File: src/rtl/uart_pkg.sv
// Shared types and helpers for the UART receiver slice.
//   parity_e   : parity configuration encoding (none / odd / even)
//   rx_state_e : receive FSM states
//   width_of() : counter/pointer width for a range of n values (minimum 1)
package uart_pkg;

  typedef enum logic [1:0] {
    PAR_NONE = 2'd0,
    PAR_ODD  = 2'd1,
    PAR_EVEN = 2'd2
  } parity_e;

  typedef enum logic [2:0] {
    S_IDLE,
    S_START,
    S_DATA,
    S_PARITY,
    S_STOP,
    S_BRK_WAIT
  } rx_state_e;

  // Bits needed to hold the values 0..n-1.
  function automatic int unsigned width_of(input int unsigned n);
    return (n < 2) ? 1 : $clog2(n);
  endfunction

endpackage

File: src/rtl/sync_fifo.sv
// Synchronous first-word-fall-through FIFO with a registered head output.
//   clk, reset_n : clock, synchronous active-low reset (empties the FIFO)
//   push, din    : write request and data; accepted when not full or when a
//                  pop happens in the same cycle
//   pop          : consume the head entry (ignored when empty)
//   dout         : head entry, zero when empty, stable until popped
//   full, empty  : occupancy flags
//   count        : current occupancy, 0..DEPTH
module sync_fifo
  import uart_pkg::*;
#(
  parameter int unsigned WIDTH = 8,
  parameter int unsigned DEPTH = 16
) (
  input  logic                     clk,
  input  logic                     reset_n,
  input  logic                     push,
  input  logic [WIDTH-1:0]         din,
  input  logic                     pop,
  output logic [WIDTH-1:0]         dout,
  output logic                     full,
  output logic                     empty,
  output logic [$clog2(DEPTH):0]   count
);

  localparam int unsigned AW = width_of(DEPTH);
  localparam int unsigned CW = $clog2(DEPTH) + 1;

  logic [WIDTH-1:0] mem_q [DEPTH];
  logic [AW-1:0]    wr_ptr_q, wr_ptr_d;
  logic [AW-1:0]    rd_ptr_q, rd_ptr_d;
  logic [CW-1:0]    count_q, count_d;
  logic [WIDTH-1:0] dout_q, dout_d;
  logic             do_push, do_pop;

  assign full  = (count_q == CW'(DEPTH));
  assign empty = (count_q == '0);
  assign count = count_q;
  assign dout  = dout_q;

  assign do_pop  = pop && !empty;
  assign do_push = push && (!full || do_pop);

  // NOTE: every signal assigned in always_comb gets a default first so no
  // path leaves it unassigned, which would infer a latch.
  always_comb begin
    wr_ptr_d = wr_ptr_q + AW'(do_push);
    rd_ptr_d = rd_ptr_q + AW'(do_pop);
    count_d  = count_q + CW'(do_push) - CW'(do_pop);
    dout_d   = dout_q;
    // The head after this edge is either the entry just being written (FIFO
    // drains to nothing before the write) or an entry already in memory.
    if ((count_q - CW'(do_pop)) == '0) begin
      dout_d = do_push ? din : '0;
    end else begin
      dout_d = mem_q[rd_ptr_d];
    end
  end

  // NOTE: sequential state uses non-blocking assignments so all flops sample
  // their inputs from the same pre-edge values.
  always_ff @(posedge clk) begin
    if (!reset_n) begin
      wr_ptr_q <= '0;
      rd_ptr_q <= '0;
      count_q  <= '0;
      dout_q   <= '0;
    end else begin
      wr_ptr_q <= wr_ptr_d;
      rd_ptr_q <= rd_ptr_d;
      count_q  <= count_d;
      dout_q   <= dout_d;
    end
  end

  // NOTE: the storage array is deliberately not reset; emptiness is tracked
  // by the pointers and count, and the output register masks stale contents.
  always_ff @(posedge clk) begin
    if (do_push) begin
      mem_q[wr_ptr_q] <= din;
    end
  end

endmodule

File: src/rtl/uart_rx_fifo.sv
// UART receiver with configurable frame format and an integrated receive FIFO.
//   clk, reset_n          : clock, synchronous active-low reset
//   rxd                   : asynchronous serial input, idle high
//   m_data/m_perr/m_ferr  : head-of-FIFO frame and its error flags
//   m_valid, m_ready      : output stream handshake
//   fifo_count            : FIFO occupancy
//   overrun, clr_err      : sticky dropped-frame flag and its clear
//   break_det             : one-cycle pulse when a break is recognised
module uart_rx_fifo
  import uart_pkg::*;
#(
  parameter int unsigned CLK_PER_HALF_BIT = 5208,
  parameter int unsigned DATA_BITS        = 8,
  parameter int unsigned PARITY           = 0,
  parameter int unsigned STOP_BITS        = 1,
  parameter int unsigned FIFO_DEPTH       = 16
) (
  input  logic                          clk,
  input  logic                          reset_n,
  input  logic                          rxd,
  output logic [DATA_BITS-1:0]          m_data,
  output logic                          m_perr,
  output logic                          m_ferr,
  output logic                          m_valid,
  input  logic                          m_ready,
  output logic [$clog2(FIFO_DEPTH):0]   fifo_count,
  output logic                          overrun,
  input  logic                          clr_err,
  output logic                          break_det
);

  localparam int unsigned CW = width_of(2 * CLK_PER_HALF_BIT);
  localparam int unsigned IW = width_of(DATA_BITS);
  localparam int unsigned FW = DATA_BITS + 2;

  localparam parity_e       PAR_CFG   = parity_e'(2'(PARITY));
  localparam logic [CW-1:0] HALF_END  = CW'(CLK_PER_HALF_BIT - 1);
  localparam logic [CW-1:0] FULL_END  = CW'(2 * CLK_PER_HALF_BIT - 1);
  localparam logic [IW-1:0] DATA_LAST = IW'(DATA_BITS - 1);
  localparam logic [IW-1:0] STOP_LAST = IW'(STOP_BITS - 1);

  // Synchroniser plus two history flops for the 3-sample majority vote.
  logic sync1_q, rxs, rxs_d1_q, rxs_d2_q;

  always_ff @(posedge clk) begin
    if (!reset_n) begin
      sync1_q  <= 1'b1;
      rxs      <= 1'b1;
      rxs_d1_q <= 1'b1;
      rxs_d2_q <= 1'b1;
    end else begin
      sync1_q  <= rxd;
      rxs      <= sync1_q;
      rxs_d1_q <= rxs;
      rxs_d2_q <= rxs_d1_q;
    end
  end

  logic maj, fall;
  assign maj  = (rxs & rxs_d1_q) | (rxs & rxs_d2_q) | (rxs_d1_q & rxs_d2_q);
  assign fall = rxs_d1_q & ~rxs;

  rx_state_e            state_q, state_d;
  logic [CW-1:0]        cnt_q, cnt_d;
  logic [IW-1:0]        idx_q, idx_d;
  logic [DATA_BITS-1:0] shreg_q, shreg_d;
  logic                 perr_q, perr_d;
  logic                 ferr_q, ferr_d;
  logic                 brk_q, brk_d;     // every sample so far has been 0
  logic                 break_det_q, break_det_d;
  logic                 overrun_q, overrun_d;
  logic                 push, ferr_now, brk_now, mid;

  logic [FW-1:0]        fifo_dout;
  logic                 fifo_full, fifo_empty, drop;

  // Mid-bit point: half a bit after the start edge, then once per bit period.
  assign mid = (state_q == S_START) ? (cnt_q == HALF_END) : (cnt_q == FULL_END);

  always_comb begin
    state_d     = state_q;
    cnt_d       = cnt_q + CW'(1);
    idx_d       = idx_q;
    shreg_d     = shreg_q;
    perr_d      = perr_q;
    ferr_d      = ferr_q;
    brk_d       = brk_q;
    push        = 1'b0;
    break_det_d = 1'b0;
    ferr_now    = ferr_q | ~maj;
    brk_now     = (idx_q == '0) ? (brk_q & ~maj) : brk_q;

    unique case (state_q)
      S_IDLE: begin
        cnt_d = '0;
        if (fall) begin
          state_d = S_START;
          idx_d   = '0;
          perr_d  = 1'b0;
          ferr_d  = 1'b0;
          brk_d   = 1'b1;
        end
      end
      S_START: begin
        if (mid) begin
          cnt_d   = '0;
          state_d = maj ? S_IDLE : S_DATA;   // high at mid-start is a glitch
        end
      end
      S_DATA: begin
        if (mid) begin
          cnt_d   = '0;
          shreg_d = {maj, shreg_q[DATA_BITS-1:1]};   // LSB arrives first
          brk_d   = brk_q & ~maj;
          if (idx_q == DATA_LAST) begin
            idx_d   = '0;
            state_d = (PAR_CFG == PAR_NONE) ? S_STOP : S_PARITY;
          end else begin
            idx_d = idx_q + IW'(1);
          end
        end
      end
      S_PARITY: begin
        if (mid) begin
          cnt_d   = '0;
          // Even: ones in data+parity must be even; odd flips the rule.
          perr_d  = (^shreg_q) ^ maj ^ (PAR_CFG == PAR_ODD);
          brk_d   = brk_q & ~maj;
          state_d = S_STOP;
        end
      end
      S_STOP: begin
        if (mid) begin
          cnt_d  = '0;
          ferr_d = ferr_now;
          brk_d  = brk_now;          // only the first stop sample counts
          if (idx_q == STOP_LAST) begin
            if (brk_now) begin
              break_det_d = 1'b1;
              state_d     = S_BRK_WAIT;
            end else begin
              push    = 1'b1;
              state_d = S_IDLE;      // resync at mid-stop for back-to-back frames
            end
          end else begin
            idx_d = idx_q + IW'(1);
          end
        end
      end
      S_BRK_WAIT: begin
        cnt_d = '0;
        if (rxs) begin
          state_d = S_IDLE;
        end
      end
      default: state_d = S_IDLE;
    endcase

    // Set wins over a simultaneous clear.
    overrun_d = drop | (overrun_q & ~clr_err);
  end

  always_ff @(posedge clk) begin
    if (!reset_n) begin
      state_q     <= S_IDLE;
      cnt_q       <= '0;
      idx_q       <= '0;
      shreg_q     <= '0;
      perr_q      <= 1'b0;
      ferr_q      <= 1'b0;
      brk_q       <= 1'b0;
      break_det_q <= 1'b0;
      overrun_q   <= 1'b0;
    end else begin
      state_q     <= state_d;
      cnt_q       <= cnt_d;
      idx_q       <= idx_d;
      shreg_q     <= shreg_d;
      perr_q      <= perr_d;
      ferr_q      <= ferr_d;
      brk_q       <= brk_d;
      break_det_q <= break_det_d;
      overrun_q   <= overrun_d;
    end
  end

  // A frame is dropped only when full and the consumer is not freeing a slot.
  assign drop = push && fifo_full && !(m_valid && m_ready);

  sync_fifo #(
    .WIDTH (FW),
    .DEPTH (FIFO_DEPTH)
  ) u_fifo (
    .clk     (clk),
    .reset_n (reset_n),
    .push    (push),
    .din     ({ferr_now, perr_q, shreg_q}),
    .pop     (m_ready),
    .dout    (fifo_dout),
    .full    (fifo_full),
    .empty   (fifo_empty),
    .count   (fifo_count)
  );

  assign m_data    = fifo_dout[DATA_BITS-1:0];
  assign m_perr    = fifo_dout[DATA_BITS];
  assign m_ferr    = fifo_dout[DATA_BITS+1];
  assign m_valid   = ~fifo_empty;
  assign overrun   = overrun_q;
  assign break_det = break_det_q;

endmodule

File: config.mk
export PLATFORM = sky130hd
export DESIGN_NAME = uart_rx_fifo
export DESIGN_NICKNAME = d
export VERILOG_FILES = /design/src/rtl/uart_pkg.sv /design/src/rtl/sync_fifo.sv /design/src/rtl/uart_rx_fifo.sv
export SDC_FILE = /design/constraint.sdc
export NUM_CORES = 1
export LEC_CHECK = 0
export ABC_AREA = 1
export CORE_MARGIN = 2
export CORE_UTILIZATION = 50
export CTS_CLUSTER_SIZE = 30
export DETAILED_ROUTE_END_ITERATION = 10
export PLACE_DENSITY = 0.73
export SLEW_MARGIN = 20
export SYNTH_ARGS = -nofsm -noshare
export SYNTH_HDL_FRONTEND = slang
export SYNTH_SLANG_ARGS = --single-unit
export TNS_END_PERCENT = 10
File: constraint.sdc
create_clock -name clk -period 6.27 [get_ports clk]
set_input_delay 0.9405 -clock clk [delete_from_list [all_inputs] [get_ports clk]]
set_output_delay 0.9405 -clock clk [all_outputs]
set_load 0.01 [all_outputs]
==> metrics.yaml, run 1 <==
timing:
  final-setup-viol-count: 0
  slew_viol_final: 0
  max_freq_mhz: 291
  finalHoldViolCount: 0
  final.setup.tns_ps: 0
  slew_headroom_pct: 22.3
  fin_worst_skew_ps: 8.64
  min_period_over_period_pct: 54.7
  fin_hold_ws_ps: 419
  tightest_slew_ps: 1160
  rsz0062_at_grt: "no"
  period_minus_slack_ps: 3430
run_status:
  status: "finished clean"
logic_synthesis:
  synth_ff_type: "edfxtp_1"
  yosysWarnings: 0
  netlist_area_mm2: 0.00960
  syn_area_per_cell_um2: 10.2
  yosysUniqueCellTypes: 37
  synth-seq-area-share_pct: 62.5
  syn_nets: 970
  synth_seq_cells: 220
  syn_inst: 945
  synth_edf_count: 160
  ys_async_sr_fraction_pct: 0
critical_path:
  crit_arrival_ps: 3550
  startpoint: "cnt_q[0]"
  crit_fanout: 16
  end_kind: "register"
  worstPathRequired_ps: 6390
  crit_type: "reg2reg"
  r2r_start: "cnt_q[0]"
  startpoint_type: "register"
cells_and_area:
  layout-drive-gt1-share_pct: 10.0
  syn_to_final_growth_pct: 13.4
  fin_nets: 987
  n_antenna_cell: 0
  stdcell_area_mm2: 0.0109
  fin_cells: 1212
clock_tree:
  cts_hold_buf: 0
  cts_root_buf: "clkbuf_16"
  cts_resized: 0
  clock_path_buffers: 3
  worstSkewPairLatency_ps: 510
  post_cts_buffers: 0
  h-tree-depth: 1
  cts_sinks: 220
  numCtsBuffers: 23
  cts_tree: "yes"
  clk_pin_slew_ps: 60
global_route:
  antenna_found_initial: 0
  grt_max_degree: 56
  grt_pass1_wl_mm: 35.2
  grt_util_all_layers_pct: 22.4
  grt_pass1_vias: 6657
  grt.overflow.total: 0
placement:
  dp_hpwl_mm: 13.6
  portBuffers: 22
  post_dp_cell_area_mm2: 0.0100
  placed_cells: 1171
  gp_congestion: 0.848
run:
  cap_viol_max_count: 0
power_and_ir_drop:
  p_leak_uw: 0.00416
  vdd_drop_max_mv: 0.288
  powerDensity_mw_per_mm2: 441
route:
  viasPerCell: 5.62
  drcViolationCount: 0
  dr.pass1.iters: 5
  wl_mm: 22.2
  antenna_left: 0
  first_iter_violations: 801
  routedWlPerCell_um: 18.3
  num_vias: 6812
die:
  dieArea_mm2: 0.0203
  die_x_um: 143
  coreArea_mm2: 0.0188
  die-height_um: 143
  rows: 50
  initial_utilization_pct: 51.2
  io_pins: 23
hold_path:
  hold_start: "sync1_q"
  worstHoldPathType: "reg2reg"
Yosys cell counts, types with 2 or more instances:
| cell type | number | share of area (%) |
|---|---|---|
| or2_2 | 4 | 0.26 |
| clkbuf_1 | 30 | 1.2 |
| nor3_1 | 4 | 0.21 |
| nand3_2 | 4 | 0.42 |
| nand3_1 | 40 | 2.1 |
| buf_2 | 7 | 0.36 |
| xnor2_1 | 7 | 0.64 |
| nand2_2 | 11 | 0.72 |
| o211ai_1 | 43 | 3.4 |
| inv_2 | 2 | 0.078 |
| a21oi_2 | 9 | 0.82 |
| o21ai_0 | 94 | 4.9 |
| inv_1 | 68 | 2.7 |
| nand4_1 | 3 | 0.20 |
| buf_1 | 2 | 0.078 |
| dfxtp_1 | 60 | 13 |
| nand2_1 | 122 | 4.8 |
| nor2_1 | 200 | 7.8 |
| o21a_1 | 6 | 0.47 |
| a21oi_1 | 23 | 1.2 |
| ha_1 | 19 | 2.5 |
| o21ai_1 | 2 | 0.10 |
| nor2_2 | 4 | 0.26 |
| xor2_1 | 8 | 0.73 |
| edfxtp_1 | 160 | 50 |
| buf_6 | 2 | 0.23 |
flip-flops by register name (all words and copies together) (netlist names):
name / count
break_det: 1
brk_q: 1
cnt_q: 14
ferr_q: 1
idx_q: 3
overrun: 1
perr_q: 1
rxs: 1
rxs_d1_q: 1
rxs_d2_q: 1
shreg_q: 8
state_q: 3
sync1_q: 1
u_fifo.count: 5
u_fifo.dout: 10
u_fifo.mem_q: 160
u_fifo.rd_ptr_q: 4
u_fifo.wr_ptr_q: 4
layout make-up:
type	count	area (um^2)
Tap cell	234	293
Inverter	72	273
Sequential cell	220	6010
Clock buffer	28	614
Timing Repair Buffer	34	310
Fill cell	1536	7880
Multi-Input combinational cell	611	3150
Clock inverter	13	238
stage by stage:
step	setup WS, ps	utilization, %	total power (uW)
floorplan	3670	-	2880
global placement	2390	53.4	3260
detailed placement	2380	53.4	3290
CTS	2780	58.0	4810
global route	2580	58.0	5090
finish	2840	58.0	4800
critical path, cell delays in order (launching register included):
cell     delay [ps]
dfxtp_1         350
ha_1            230
nand2_1         110
nor3_2          130
nand3_2         140
nor2_8          210
nand3_2         110
nor2_4          500
nand3_1         310
nor2_1          950
cells in the final DEF, fill, tap and decap left out, types with 9 or more instances in the layout:
cell and count:
nand3_1 40, buf_4 12, dfxtp_1 60, a21oi_1 23, nand2_1 122, inv_1 68
nor2_2 10, o21ai_0 94, ha_1 17, clkbuf_16 23, o211ai_1 43, edfxtp_1 160
a21oi_2 9, nor2_1 194, clkdlybuf4s50_1 22, nand2_2 11
logic make-up (layout without fill, tap and decap cells):
| kind of cell | count (synthesis) | count (layout) | synth area share (%) |
|---|---|---|---|
| AO/OA/AOI/OAI | 179 | 179 | 11.0 |
| XOR/XNOR | 15 | 15 | 1.37 |
| adder cells (fa/ha/maj) | 20 | 20 | 2.68 |
| buffers and inverters | 114 | 147 | 4.90 |
| flip-flops | 220 | 220 | 62.5 |
| AND/OR/NAND/NOR | 397 | 397 | 17.5 |
final timing paths:
check | to | slack [ps] | depth (start not counted)
setup / recovery | u_fifo.mem_q[5][5] | 2840 | 9
setup reg to reg | u_fifo.mem_q[5][5] | 2840 | 9
hold / removal | rxs | 420 | 1
hold reg to reg | rxs | 420 | 1
where the power goes:
group	internal, uW	leakage [uW]	switching (uW)
clock network	981	0.000415	543
registers	1640	0.00212	71.6
logic	519	0.00162	1040
total	3140	0.00416	1660
metal layers:
layer | vias up | wire [um] | track usage [%]
li1 | 3252 | - | -
met1 | 3257 | 9090 | 29.4
met2 | 255 | 10700 | 38.5
met3 | 48 | 1750 | 3.73
met4 | 0 | 629 | 6.46
met5 | - | 0 | 0
No activity file was read; power rests on OpenSTA's default activity.
==> run 2: changes to the inputs <==
Clock period 6.27 ns to 3.38 ns, I/O delays scaled along.
==> run 2 against run 1 <==
Against the previous run:
- core utilization barely moved
- sequential power rose by 85%
- worst setup slack got worse by 2500 ps
- via count barely moved
- combinational power rose by 97%
- clock power rose by 64%
- hold slack improved by 13 ps
- register-to-register slack got worse by 2500 ps
==> metrics.yaml, run 2 (synthesis gave the netlist of run 1 again) <==
timing:
  final.setup.tns_ps: 0
  period_minus_slack_ps: 3090
  slew_viol_final: 0
  final-setup-viol-count: 0
  finalHoldViolCount: 0
  max_freq_mhz: 324
  rsz0062_at_grt: "no"
  slew_headroom_pct: 27.4
  fin_worst_skew_ps: 6.57
  min_period_over_period_pct: 91.4
  tightest_slew_ps: 1090
route:
  drcViolationCount: 0
  first_iter_violations: 597
  num_vias: 6811
  viasPerCell: 5.57
  dr.pass1.iters: 5
  wl_mm: 22.6
  routedWlPerCell_um: 18.5
  antenna_left: 0
placement:
  dp_hpwl_mm: 14.1
  gp_congestion: 0.874
  portBuffers: 22
  placed_cells: 1179
cells_and_area:
  layout-drive-gt1-share_pct: 10.4
  final_common_cell: "nor2_1"
  syn_to_final_growth_pct: 13.4
  top_register: "u_fifo.mem_q"
  largest_reg_flops: 160
  fin_cells: 1223
  fin_nets: 996
  n_antenna_cell: 0
  final_cell_mix: "191 x nor2_1, 160 x edfxtp_1, 122 x nand2_1, 94 x o21ai_0, 68 x inv_1"
critical_path:
  crit_arrival_ps: 3520
  crit_type: "reg2reg"
  crit_fanout: 18
  reg2reg_slack_ps: 290
  end_kind: "register"
  startpoint_type: "register"
  worstPathRequired_ps: 3810
clock_tree:
  cts_resized: 0
  worstSkewPairLatency_ps: 510
  h-tree-depth: 1
  clk_pin_slew_ps: 60
  cts_hold_buf: 0
  post_cts_buffers: 0
  numCtsBuffers: 24
  cts_sinks: 220
  clock_path_buffers: 3
  cts_root_buf: "clkbuf_16"
  cts_tree: "yes"
die:
  die_x_um: 143
  die-height_um: 143
  dieArea_mm2: 0.0203
  io_pins: 23
  coreArea_mm2: 0.0188
  initial_utilization_pct: 51.2
  rows: 50
power_and_ir_drop:
  powerDensity_mw_per_mm2: 804
  vdd_drop_max_mv: 0.594
  p_leak_uw: 0.00416
hold_path:
  worstHoldPathType: "reg2reg"
global_route:
  antenna_found_initial: 0
  grt_pass1_vias: 6751
  grt_pass1_wl_mm: 35.7
  grt.overflow.total: 0
  grt_util_all_layers_pct: 22.8
  grt_max_degree: 59
run:
  cap_viol_max_count: 0
run_status:
  status: "finished clean"
-- run 2: worst paths after layout --
kind	depth (start not counted)	start	to
max	15	u_fifo.count[2]	u_fifo.dout[0]
min	1	sync1_q	rxs
max reg2reg	15	u_fifo.count[2]	u_fifo.dout[0]
min reg2reg	1	sync1_q	rxs
-- run 2: worst max-delay path: stages, from the launching register on --
cell and delay (ps):
dfxtp_1 340, inv_1 170, ha_1 220, nand4_1 140, nand2_1 90, inv_1 80
ha_2 190, ha_2 610, buf_4 250, buf_4 150, o21ai_0 80, o211ai_1 200
nand3_1 180, nand2_1 110, nand2_1 60, a21oi_2 140
-- run 2: metrics by stage --
stage	power (uW)	cell area [um^2]	worst slack [ps]	hold WS (ps)	utilization, %
floorplan	5350	9600	825	393	-
global placement	6260	10100	246	408	53.9
detailed placement	6280	10100	232	406	53.9
CTS	8770	10900	283	430	58.0
global route	9300	10900	66.4	448	58.0
finish	8760	10900	291	432	58.0
-- run 2: cell type report --
type / instances / area (um^2)
clock buffers: 34 / 659
clock inverters: 10 / 93.8
fillers: 1523 / 7880
inverters: 72 / 273
multi-input cells: 611 / 3160
flip-flops and latches: 220 / 6010
well taps: 234 / 293
repair buffers: 42 / 408
-- run 2: power by group --
group	switching [uW]	internal (uW)	total, uW
Combinational	2010	1080	3080
Sequential	135	3040	3170
Clock	997	1500	2500
-- run 2: metal layers --
layer,GRT usage [%],vias up,wire (um)
met5,0,-,0
met4,7.03,0,704
met3,3.97,57,1610
met2,38.8,274,10800
met1,30.0,3213,9460
li1,-,3267,-
==> run 3: changes to the inputs <==
Settings changed: HOLD_SLACK_MARGIN from default to 0.1, REMOVE_ABC_BUFFERS from default to 1.
==> run 3 against run 2 <==
Against the previous run:
- core utilization down 0.19 points
- fmax rose by 7.0%
- global-route usage decreased by 1.6 points
- die area did not move
- routed wire length shrank 6.4%
- final cell count increased by 0.25%
- combinational power fell by 3%
- register-to-register slack improved by 200 ps
- hold slack worse by 18 ps
- highest routed layer unchanged
- non-clock buffer count is 6 higher
- first-iteration DRC count up 20%
==> metrics.yaml, run 3 (synthesis gave the netlist of run 1 again) <==
clock_tree:
  numCtsBuffers: 23
  cts_hold_buf: 0
  cts_root_buf: "clkbuf_16"
  cts_tree: "yes"
  cts_resized: 0
  cts_sinks: 220
  clk_pin_slew_ps: 60
  h-tree-depth: 1
  post_cts_buffers: 0
  clock_path_buffers: 3
  worstSkewPairLatency_ps: 500
global_route:
  grt.overflow.total: 0
  grt_pass1_wl_mm: 33.7
  grt_util_all_layers_pct: 21.2
  grt_pass1_vias: 6579
  grt_max_degree: 82
  antenna_found_initial: 0
cells_and_area:
  final_common_cell: "nor2_1"
  fin_nets: 1001
  largest_reg_flops: 160
  syn_to_final_growth_pct: 13.1
  top_register: "u_fifo.mem_q"
  n_antenna_cell: 0
  final_cell_mix: "200 x nor2_1, 160 x edfxtp_1, 122 x nand2_1, 94 x o21ai_0, 68 x inv_1"
  layout-drive-gt1-share_pct: 10.1
  stdcell_area_mm2: 0.0109
timing:
  slew_headroom_pct: 45.9
  slew_viol_final: 0
  finalHoldViolCount: 0
  final-setup-viol-count: 0
  tightest_slew_ps: 806
  fin_ws_ps: 493
  min_period_over_period_pct: 85.4
  period_minus_slack_ps: 2890
  max_freq_mhz: 346
  rsz0062_at_grt: "no"
  final.setup.tns_ps: 0
  fin_hold_ws_ps: 414
  fin_worst_skew_ps: 7.44
critical_path:
  startpoint_type: "register"
  slowest_delay_ps: 390
  cp_top_family: "buffers and inverters"
  worstPathRequired_ps: 3810
  crit_fanout: 22
  crit_arrival_ps: 3320
  end_kind: "register"
  path_common_cell: "nand2_1"
  crit_type: "reg2reg"
  critPathSlowestCell: "dfxtp_1"
  critPathBufInv: 4
  crit_path_cell_trace: "inv_1, ha_1, nand4_1, nand2_1, inv_1, ha_2, inv_2, buf_4, nor2_1, o211ai_1, nand3_1, nand2_1, nand2_1, a21oi_2"
route:
  first_iter_violations: 717
  drcViolationCount: 0
  num_vias: 6808
  viasPerCell: 5.55
  wl_mm: 21.2
  routedWlPerCell_um: 17.3
  antenna_left: 0
  dr.pass1.iters: 5
die:
  io_pins: 23
  initial_utilization_pct: 51.2
  coreArea_mm2: 0.0188
  die-height_um: 143
  rows: 50
  dieArea_mm2: 0.0203
  die_x_um: 143
power_and_ir_drop:
  p_leak_uw: 0.00417
  powerDensity_mw_per_mm2: 783
  power_uw: 8500
  vdd_drop_max_mv: 0.589
run_status:
  status: "finished clean"
placement:
  gp_congestion: 0.829
  dp_hpwl_mm: 13.2
  dp_slack_ps: 400
  portBuffers: 22
  post_dp_cell_area_mm2: 0.0102
hold_path:
  worstHoldPathType: "reg2reg"
run:
  cap_viol_max_count: 0
run 3: cell types whose count changed in the layout (fill, tap and decap cells not counted), sizes merged:
cell    previous run  this run
buf               20        26
bufinv             2         1
clkinv             9         6
clkbuf            34        35
run 3: layout make-up:
cell class                 count  area, um^2
sequential                   220        6010
timing repair buffer          48         453
fill                        1568        7910
inverter                      72         273
tap                          234         293
multi-input combinational    611        3140
clock inverter                 6        53.8
clock buffer                  35         641
run 3: worst reg2reg max path: cells and delay by family (launching register included):
kind,cells,cell delay [ps]
buf+inv,4,940
fa+ha+maj,2,580
simple gates,6,530
flops,1,390
compound gates,2,380
run 3: final timing paths:
kind / start / end / slack, ps / depth (start not counted)
worst min register to register: sync1_q / rxs / 410 / 1
worst max register to register: u_fifo.count[2] / u_fifo.dout[6] / 490 / 14
worst max-delay path: u_fifo.count[2] / u_fifo.dout[6] / 490 / 14
worst min-delay path: sync1_q / rxs / 410 / 1
run 3: routing by layer:
metal	vias to the layer above	track usage, %	wire (um)
met2	221	36.3	10400
met5	-	0	0
met3	35	3.10	1240
met4	0	6.10	519
met1	3274	28.2	8990
li1	3278	-	-
run 3: per-stage QoR:
| step | util, % | std cells |
|---|---|---|
| finish | 57.8 | 1226 |
| global route | 57.8 | 1226 |
| CTS | 57.8 | 1226 |
| detailed placement | 54.1 | 1185 |
| global placement | 54.1 | 1185 |
| floorplan | - | 903 |
run 3: power by group:
group	leakage, uW	internal (uW)	switching [uW]
Combinational	0.00171	1020	1970
Sequential	0.00212	3040	125
Clock	0.000341	1380	979
Total	0.00417	5430	3070
